<file path="src/rtl/pin_shutdown_ctrl_if.sv">
// Wishbone register-bus bundle for pin_shutdown_ctrl: zero-wait-state slave,
// single-cycle transfers.
interface pin_shutdown_ctrl_if;
  logic        wb_stb_i;
  logic        wb_cyc_i;
  logic        wb_we_i;
  logic [3:0]  wb_adr_i;
  logic [31:0] wb_dat_i;
  logic [31:0] wb_dat_o;
  logic        wb_ack_o;

  // A transfer completes on every clock edge where wb_cyc_i & wb_stb_i are high;
  // wb_ack_o is tied high, so the slave never stalls and read data is combinational.
  modport master (
    output wb_stb_i, wb_cyc_i, wb_we_i, wb_adr_i, wb_dat_i,
    input  wb_dat_o, wb_ack_o
  );

  modport slave (
    input  wb_stb_i, wb_cyc_i, wb_we_i, wb_adr_i, wb_dat_i,
    output wb_dat_o, wb_ack_o
  );
endinterface

</file>
<file path="src/rtl/pin_shutdown_ctrl.sv">
// Safety sequencer driving pin_shutdown: arm/trip/clear FSM with fault filter.
// Watchdog present only when KSTEP_SHUTDOWN_WDT_EN is defined.
module pin_shutdown_ctrl #(
    parameter int WDT_BITS  = 16,
    parameter int FILT_BITS = 8
) (
    input  logic                    clk,
    input  logic                    rst_n,
    input  logic                    fault_in,
    output logic                    pin_shutdown,
    output logic                    irq,
    output logic [1:0]              state_dbg,
    pin_shutdown_ctrl_if.slave      wb
);

    typedef enum logic [1:0] {
        DISARMED = 2'd0,
        ARMED    = 2'd1,
        TRIPPED  = 2'd2
    } state_t;

    state_t                 state;
    logic [2:0]             cause;
    logic                   sync1, sync2;
    logic [FILT_BITS-1:0]   filt_cnt;
    logic [FILT_BITS-1:0]   filt_len;
    logic                   filtered_fault;
    logic                   wr_en, ctrl_wr, filt_wr;
    logic                   arm_ok, sw_req, wdt_trip;
    logic                   unused_dat;

    assign wr_en   = wb.wb_cyc_i & wb.wb_stb_i & wb.wb_we_i;
    assign ctrl_wr = wr_en && (wb.wb_adr_i == 4'd0);
    assign filt_wr = wr_en && (wb.wb_adr_i == 4'd4);
    assign unused_dat = ^wb.wb_dat_i;

    // fault_in is asynchronous: two flops before anything looks at it.
    always_ff @(posedge clk or negedge rst_n) begin
        if (!rst_n) begin
            sync1    <= 1'b0;
            sync2    <= 1'b0;
            filt_cnt <= '0;
            filt_len <= '0;
        end else begin
            sync1 <= fault_in;
            sync2 <= sync1;
            if (!sync2)
                filt_cnt <= '0;
            else if (filt_cnt != '1)
                filt_cnt <= filt_cnt + FILT_BITS'(1);
            if (filt_wr)
                filt_len <= wb.wb_dat_i[FILT_BITS-1:0];
        end
    end

    assign filtered_fault = sync2 && (filt_cnt >= filt_len);
    assign arm_ok = ctrl_wr && wb.wb_dat_i[0] && (cause == 3'd0) && !filtered_fault;
    assign sw_req = ctrl_wr && wb.wb_dat_i[2];

`ifdef KSTEP_SHUTDOWN_WDT_EN
    logic [WDT_BITS-1:0] wdt_timeout;
    logic [WDT_BITS-1:0] wdt_cnt;
    logic                feed_wr;

    assign feed_wr  = wr_en && (wb.wb_adr_i == 4'd2);
    // A feed on the expiry cycle reloads the counter instead of tripping.
    assign wdt_trip = (wdt_timeout != '0) && (wdt_cnt == WDT_BITS'(1)) && !feed_wr;

    always_ff @(posedge clk or negedge rst_n) begin
        if (!rst_n) begin
            wdt_timeout <= '0;
            wdt_cnt     <= '0;
        end else begin
            if (wr_en && (wb.wb_adr_i == 4'd1))
                wdt_timeout <= wb.wb_dat_i[WDT_BITS-1:0];
            if (feed_wr || (state == DISARMED && arm_ok))
                wdt_cnt <= wdt_timeout;
            else if (state == ARMED && wdt_timeout != '0 && wdt_cnt != '0)
                wdt_cnt <= wdt_cnt - WDT_BITS'(1);
        end
    end
`else
    assign wdt_trip = 1'b0;
`endif

    always_ff @(posedge clk or negedge rst_n) begin
        if (!rst_n) begin
            state <= DISARMED;
            cause <= 3'd0;
            irq   <= 1'b0;
        end else begin
            case (state)
                DISARMED: if (arm_ok) state <= ARMED;
                ARMED: begin
                    if (filtered_fault || wdt_trip || sw_req) begin
                        state <= TRIPPED;
                        irq   <= 1'b1;
                        cause <= {sw_req, wdt_trip, filtered_fault};
                    end else if (ctrl_wr && !wb.wb_dat_i[0] && !wb.wb_dat_i[2]) begin
                        state <= DISARMED;
                    end
                end
                TRIPPED: begin
                    // ARM in the clearing write is deliberately ignored.
                    if (ctrl_wr && wb.wb_dat_i[1]) begin
                        state <= DISARMED;
                        cause <= 3'd0;
                        irq   <= 1'b0;
                    end
                end
                default: state <= DISARMED;
            endcase
        end
    end

    assign pin_shutdown = (state != ARMED);
    assign state_dbg    = state;
    assign wb.wb_ack_o  = 1'b1;

    always_comb begin
        wb.wb_dat_o = 32'd0;
        case (wb.wb_adr_i)
            4'd0: wb.wb_dat_o = {29'd0, state == TRIPPED, state == ARMED, filtered_fault};
`ifdef KSTEP_SHUTDOWN_WDT_EN
            4'd1: wb.wb_dat_o = {{(32-WDT_BITS){1'b0}}, wdt_timeout};
`endif
            4'd3: wb.wb_dat_o = {29'd0, cause};
            4'd4: wb.wb_dat_o = {{(32-FILT_BITS){1'b0}}, filt_len};
            default: wb.wb_dat_o = 32'd0;
        endcase
    end

endmodule

</file>
<file path="src/flat_wrapper.sv">
// flat-port wrapper written by rule: the top's interface ports become plain ports
module pin_shutdown_ctrl_flat 
#(
    parameter int WDT_BITS  = 16,
    parameter int FILT_BITS = 8
)
  (clk, rst_n, fault_in, pin_shutdown, irq, state_dbg, wb_wb_stb_i, wb_wb_cyc_i, wb_wb_we_i, wb_wb_adr_i, wb_wb_dat_i, wb_wb_dat_o, wb_wb_ack_o);
  pin_shutdown_ctrl_if wb_i ();
  input  logic clk;
  input  logic rst_n;
  input  logic fault_in;
  output logic pin_shutdown;
  output logic irq;
  output logic [1:0] state_dbg;
  input wire logic [$bits(wb_i.wb_stb_i)-1:0] wb_wb_stb_i;
  input wire logic [$bits(wb_i.wb_cyc_i)-1:0] wb_wb_cyc_i;
  input wire logic [$bits(wb_i.wb_we_i)-1:0] wb_wb_we_i;
  input wire logic [$bits(wb_i.wb_adr_i)-1:0] wb_wb_adr_i;
  input wire logic [$bits(wb_i.wb_dat_i)-1:0] wb_wb_dat_i;
  output wire logic [$bits(wb_i.wb_dat_o)-1:0] wb_wb_dat_o;
  output wire logic [$bits(wb_i.wb_ack_o)-1:0] wb_wb_ack_o;
  assign wb_i.wb_stb_i = wb_wb_stb_i;
  assign wb_i.wb_cyc_i = wb_wb_cyc_i;
  assign wb_i.wb_we_i = wb_wb_we_i;
  assign wb_i.wb_adr_i = wb_wb_adr_i;
  assign wb_i.wb_dat_i = wb_wb_dat_i;
  assign wb_wb_dat_o = wb_i.wb_dat_o;
  assign wb_wb_ack_o = wb_i.wb_ack_o;
  pin_shutdown_ctrl #(.WDT_BITS(WDT_BITS), .FILT_BITS(FILT_BITS)) u_core (.clk(clk), .rst_n(rst_n), .fault_in(fault_in), .pin_shutdown(pin_shutdown), .irq(irq), .state_dbg(state_dbg), .wb(wb_i));
endmodule
</file>
<file path="config.mk">
export PLATFORM = sky130hd
export DESIGN_NAME = pin_shutdown_ctrl_flat
export DESIGN_NICKNAME = d
export VERILOG_FILES = /design/src/rtl/pin_shutdown_ctrl_if.sv /design/src/rtl/pin_shutdown_ctrl.sv /design/src/flat_wrapper.sv
export SDC_FILE = /design/constraint.sdc
export NUM_CORES = 1
export LEC_CHECK = 0
export CORE_MARGIN = 2
export CORE_UTILIZATION = 45
export CTS_BUF_LIST = sky130_fd_sc_hd__clkbuf_8
export DETAILED_ROUTE_END_ITERATION = 12
export PLACE_DENSITY = 0.94
export SKIP_CTS_REPAIR_TIMING = 1
export SYNTH_ARGS = -nofsm -noshare
export SYNTH_HDL_FRONTEND = slang
export SYNTH_SLANG_ARGS = --single-unit
export TNS_END_PERCENT = 5
</file>
<file path="constraint.sdc">
create_clock -name clk -period 3.4 [get_ports clk]
set_input_delay 0.85 -clock clk [delete_from_list [all_inputs] [get_ports clk]]
set_output_delay 0.85 -clock clk [all_outputs]
set_load 0.1 [all_outputs]
</file>
-- After elaboration in Yosys (flattened, before gate mapping)
Index checks and enable logic that the tools add are counted.
- add/subtract/negate cells: 1
- multiply operators: 0
- div/mod/pow operators: 0
- order comparisons: 1
- eq/ne operators: 11
- shift-type cells: 0
- mux-type cells: 14
- bitwise gates (word level): 2
- reductions and logical operators: 20
- operator list (cell ; count):
    one-hot mux 8 bit (3 select lines) ; 1
    two-way mux 8 bit ; 2
    logical AND 1 bit ; 10
    adder 8 x 1 -> 8 bit (second input constant) ; 1
    greater-or-equal comparator 8 bit ; 1
    two-way mux 2 bit ; 4
    inequality test 2 x 1 -> 1 bit (second input constant) ; 4
    inequality test 8 bit (second input constant) ; 1
    two-way mux 3 bit ; 2
    one-hot mux 2 bit (3 select lines) ; 1
    one-hot mux 3 bit (2 select lines) ; 1
    AND reduction 3 bit ; 2
    == test 4 x 2 -> 1 bit (second input constant) ; 1
    == test 4 x 3 -> 1 bit (second input constant) ; 1
    logical NOT 4 bit ; 1
    logical NOT 1 bit ; 3
    logical NOT 3 bit ; 1
    inequality test 3 x 1 -> 1 bit (second input constant) ; 1
    bitwise AND 1 bit ; 2
    == test 2 x 1 -> 1 bit (second input constant) ; 1
    == test 2 bit (second input constant) ; 1
    logical NOT 2 bit ; 1
    two-way mux 1 bit ; 2
    inequality test 2 bit (second input constant) ; 1
    other kinds (3) ; 3
- register bits after elaboration: 24
- bits in latches: 0
- memory bits (writable): 0
- ROM bits: 0
- input bits: 42
- logic and storage cells: 56
- memories kept: 0

-- Logic depth before layout (Yosys ltp)
- depth after elaboration: 8
- depth in mapped cells: 9
- depth with buffers taken out: 8

-- Least setup slack after synthesis
No wires, ideal clock.
- path type: reg2out
- start point: register u_core.state[0], in the netlist u_core.state_dbg[0]
- end point: output port wb_wb_dat_o[1]
- data arrival time: 3941 ps
- required time: 2550 ps
- path slack: -1391 ps
- stages on the path, launching flop included: 4
- path buffers: 0
- path through: dfrtp_1 -> ha_1 -> inv_1 -> o21ai_0
- word-level cells in the longest chain between the ends: 2
- ends and longest elaborated chain (what ; RTL line ; RTL):
    start: declaration ; pin_shutdown_ctrl.sv:22 ; state_t state;
    start signal: assignment ; pin_shutdown_ctrl.sv:88 ; state <= DISARMED;
    start signal: assignment ; pin_shutdown_ctrl.sv:93 ; DISARMED: if (arm_ok) state <= ARMED;
    start signal: assignment ; pin_shutdown_ctrl.sv:96 ; state <= TRIPPED;
    == test 2 x 1 -> 1 bit ; pin_shutdown_ctrl.sv:123 ; 4'd0: wb.wb_dat_o = {29'd0, state == TRIPPED, state == ARMED, filtered_fault};
    one-hot mux 8 bit (3 select lines) ; pin_shutdown_ctrl.sv:122 ; case (wb.wb_adr_i)
    end: declaration ; flat_wrapper.sv:20 ; output wire logic [$bits(wb_i.wb_dat_o)-1:0] wb_wb_dat_o;
No other way between the ends.

-- Worst setup path after layout
- start point: register u_core.filt_cnt[3]
- end point: output port wb_wb_dat_o[0]
- word-level cells in the longest chain between the ends: 3
- ends and longest elaborated chain (what ; RTL line ; RTL):
    start: declaration ; pin_shutdown_ctrl.sv:25 ; logic [FILT_BITS-1:0] filt_cnt;
    start signal: assignment ; pin_shutdown_ctrl.sv:50 ; filt_cnt <= filt_cnt + FILT_BITS'(1);
    greater-or-equal comparator 8 bit ; pin_shutdown_ctrl.sv:56 ; assign filtered_fault = sync2 && (filt_cnt >= filt_len);
    logical AND 1 bit ; pin_shutdown_ctrl.sv:56 ;
    one-hot mux 8 bit (3 select lines) ; pin_shutdown_ctrl.sv:122 ;
No other way between the ends.

==> qor.yml <==
drive_gt1_share_pct: 13.4
synth_cell_types: 39
ant_nets: 0
synthFlopType: "dfrtp_1"
drt_pass1_iterations: 4
setup.worst_path.class: "reg2out"
mostFrequentLayoutCells: "conb_1, dfrtp_1, nand2_1, clkdlybuf4s50_1, inv_1"
diodes: 0
crit_arrival_ns: 2.49
setup_viol: 0
num_rows: 21
crit_path_top_delay_cell: "or4_1"
yosysSeqAreaShare_pct: 36.2
routabilityCongestion: 0.833
clkSinkCount: 23
synth_seq_cells: 23
h-tree-depth: 1
critPathTopFamily: "simple AND/OR/NAND/NOR gates"
cts_tree: "done"
fin_crit_sh_pct: 98.2
vias: 1275
synth_area_um2: 1590
coreArea_um2: 3360
hold_viol_final: 0
clock_latency_ns: 0.27
grt_use_total_pct: 15.9
drtIter0Drc: 59
cts-root-buf: "clkbuf_8"
grt_pass1_vias: 1249
design_area_um2: 1970
boundaryPins: 79
yosysWarningCount: 0
routedWlPerCell_um: 12.4
clk_pin_slew_worst_paths_ns: 0.08
worstPathMaxFanout: 9
grt_pass1_wl_mm: 5.17
layout_commonest_cell: "conb_1"
avgSynthCellArea_um2: 8.83
fill_cells: 299
dp_hpwl_mm: 2.43
cpPeakStageDelay_ns: 0.50
cts_buffer_depth: 2
drcViolationCount: 0
cp.buffers_inverters: 1
outcome: "finished, final reports clean"
die_w_um: 63.4
power_density_nw_per_um2: 475
skew_ns: 0.00364
ys_async_sr_fraction_pct: 100
io_buffers: 29
syn_inst: 180
initial_core_util_pct: 47.2
dpl_cell_area_um2: 1900
whs_ns: 0.358
startpoint_type: "register"
antenna_found_initial: 0
hold_path.class: "reg2reg"
synth_edf_count: 0
endpoint_kind: "output port"
path_cells: "ha_1 > o21a_1 > nor2_1 > or4_1 > and2_2 > o211ai_1 > clkbuf_16"
drv_cap: 0
timing.fmax_mhz: 300
final_cell_count_no_fill: 255
grt_max_degree: 24
cts_buffers: 3
crit_required_ns: 2.55
slew_violations: 0
min_period_ns: 3.34
area_delta_synth_final_pct: 23.9
vias_per_cell: 5.00
wl_mm: 3.15
p_leak_nw: 0.898
max-vdd-ir-drop_v: 0.000189
die_area_um2: 4020
die_h_um: 63.4
overflow: 0
finish.net_count: 264
dp_cells: 251
==> cells in the mapped netlist, types with 2 or more instances <==
cell      instances  share of area, %
clkbuf_1          3              0.71
o21ai_0          13               4.1
or3_1             2              0.79
xor2_1            2               1.1
a21oi_1           6               1.9
ha_1             12               9.4
conb_1            2              0.47
nor2_1            8               1.9
nand3_1           7               2.2
and2_1            8               3.1
nand4_1           6               2.4
o22ai_1           2              0.79
a31oi_1           2              0.79
dfrtp_1          23                36
buf_4            26                12
o211a_1           2               1.3
nand2b_1          4               1.6
nand2_1          17               4.0
inv_1            15               3.5
==> final timing paths <==
path | start | end | slack, ns | cells past startpoint
worst min-delay path | u_core.sync1 | u_core.sync2 | 0.36 | 0
worst max register to register | u_core.filt_cnt[3] | u_core.state_dbg[1] | 1.01 | 7
worst max-delay path | u_core.filt_cnt[3] | wb_wb_dat_o[0] | 0.06 | 7
worst min register to register | u_core.sync1 | u_core.sync2 | 0.36 | 0
min in group asynchronous | rst_n | u_core.filt_cnt[3] | 0.93 | 2
max in group asynchronous | rst_n | u_core.filt_cnt[7] | 2.23 | 2
==> sequential cells by signal, summed over array words and instances, names as in the netlist <==
| name | cells |
|---|---|
| u_core.sync1 | 1 |
| u_core.irq | 1 |
| u_core.filt_len | 8 |
| u_core.state_dbg | 2 |
| u_core.filt_cnt | 8 |
| u_core.cause | 2 |
| u_core.sync2 | 1 |
==> routing by layer <==
metal	GRT usage, %	vias to the layer above	part of all wire, %
met1	16.8	590	40
li1	-	627	-
met2	29.2	52	52
met4	9.78	0	1.9
met5	0	-	0
met3	2.50	6	5.4
==> cell type report <==
class / instances / area [µm²] / area share [%]
Clock inverter: 1 / 3.75 / 0.191
Tap cell: 46 / 57.6 / 2.92
Inverter: 16 / 60.1 / 3.05
Multi-Input combinational cell: 134 / 840 / 42.7
Clock buffer: 3 / 41.3 / 2.10
Timing Repair Buffer: 32 / 388 / 19.7
Sequential cell: 23 / 578 / 29.4
==> where the power goes <==
part | switching, mW | internal (mW) | total [mW]
clock network | 0.0893 | 0.0808 | 0.170
logic | 0.329 | 0.106 | 0.435
registers | 0.0235 | 0.306 | 0.330
==> kinds of logic after synthesis <==
logic type / share of synthesized area (%)
compound gates: 13.9
mux: 1.42
flops: 36.2
xor+xnor: 1.10
buf+inv: 17.5
other cells: 0.473
fa+ha+maj: 9.45
simple gates: 20.0
==> worst reg2reg max path, stage by stage, from the launching register on <==
cell and delay, ns:
dfrtp_2 0.46, ha_1 0.30, o21a_1 0.13, nor2_1 0.04, or4_1 0.50, and2_2 0.26
a221oi_2 0.25, mux2_1 0.34
==> through the flow <==
| stage | setup WS (ns) | utilization (%) | setup TNS (ns) | total power, mW |
|---|---|---|---|---|
| global placement | 0.312 | 56.5 | 0 | 0.751 |
| finish | 0.0615 | 58.5 | 0 | 0.936 |
| floorplan | -0.511 | - | -0.628 | 0.694 |
| global route | -0.0339 | 58.5 | -0.0339 | 0.981 |
| detailed placement | 0.242 | 56.5 | 0 | 0.761 |
| CTS | 0.0550 | 57.9 | 0 | 0.934 |
(Power assumes the default switching activity.)
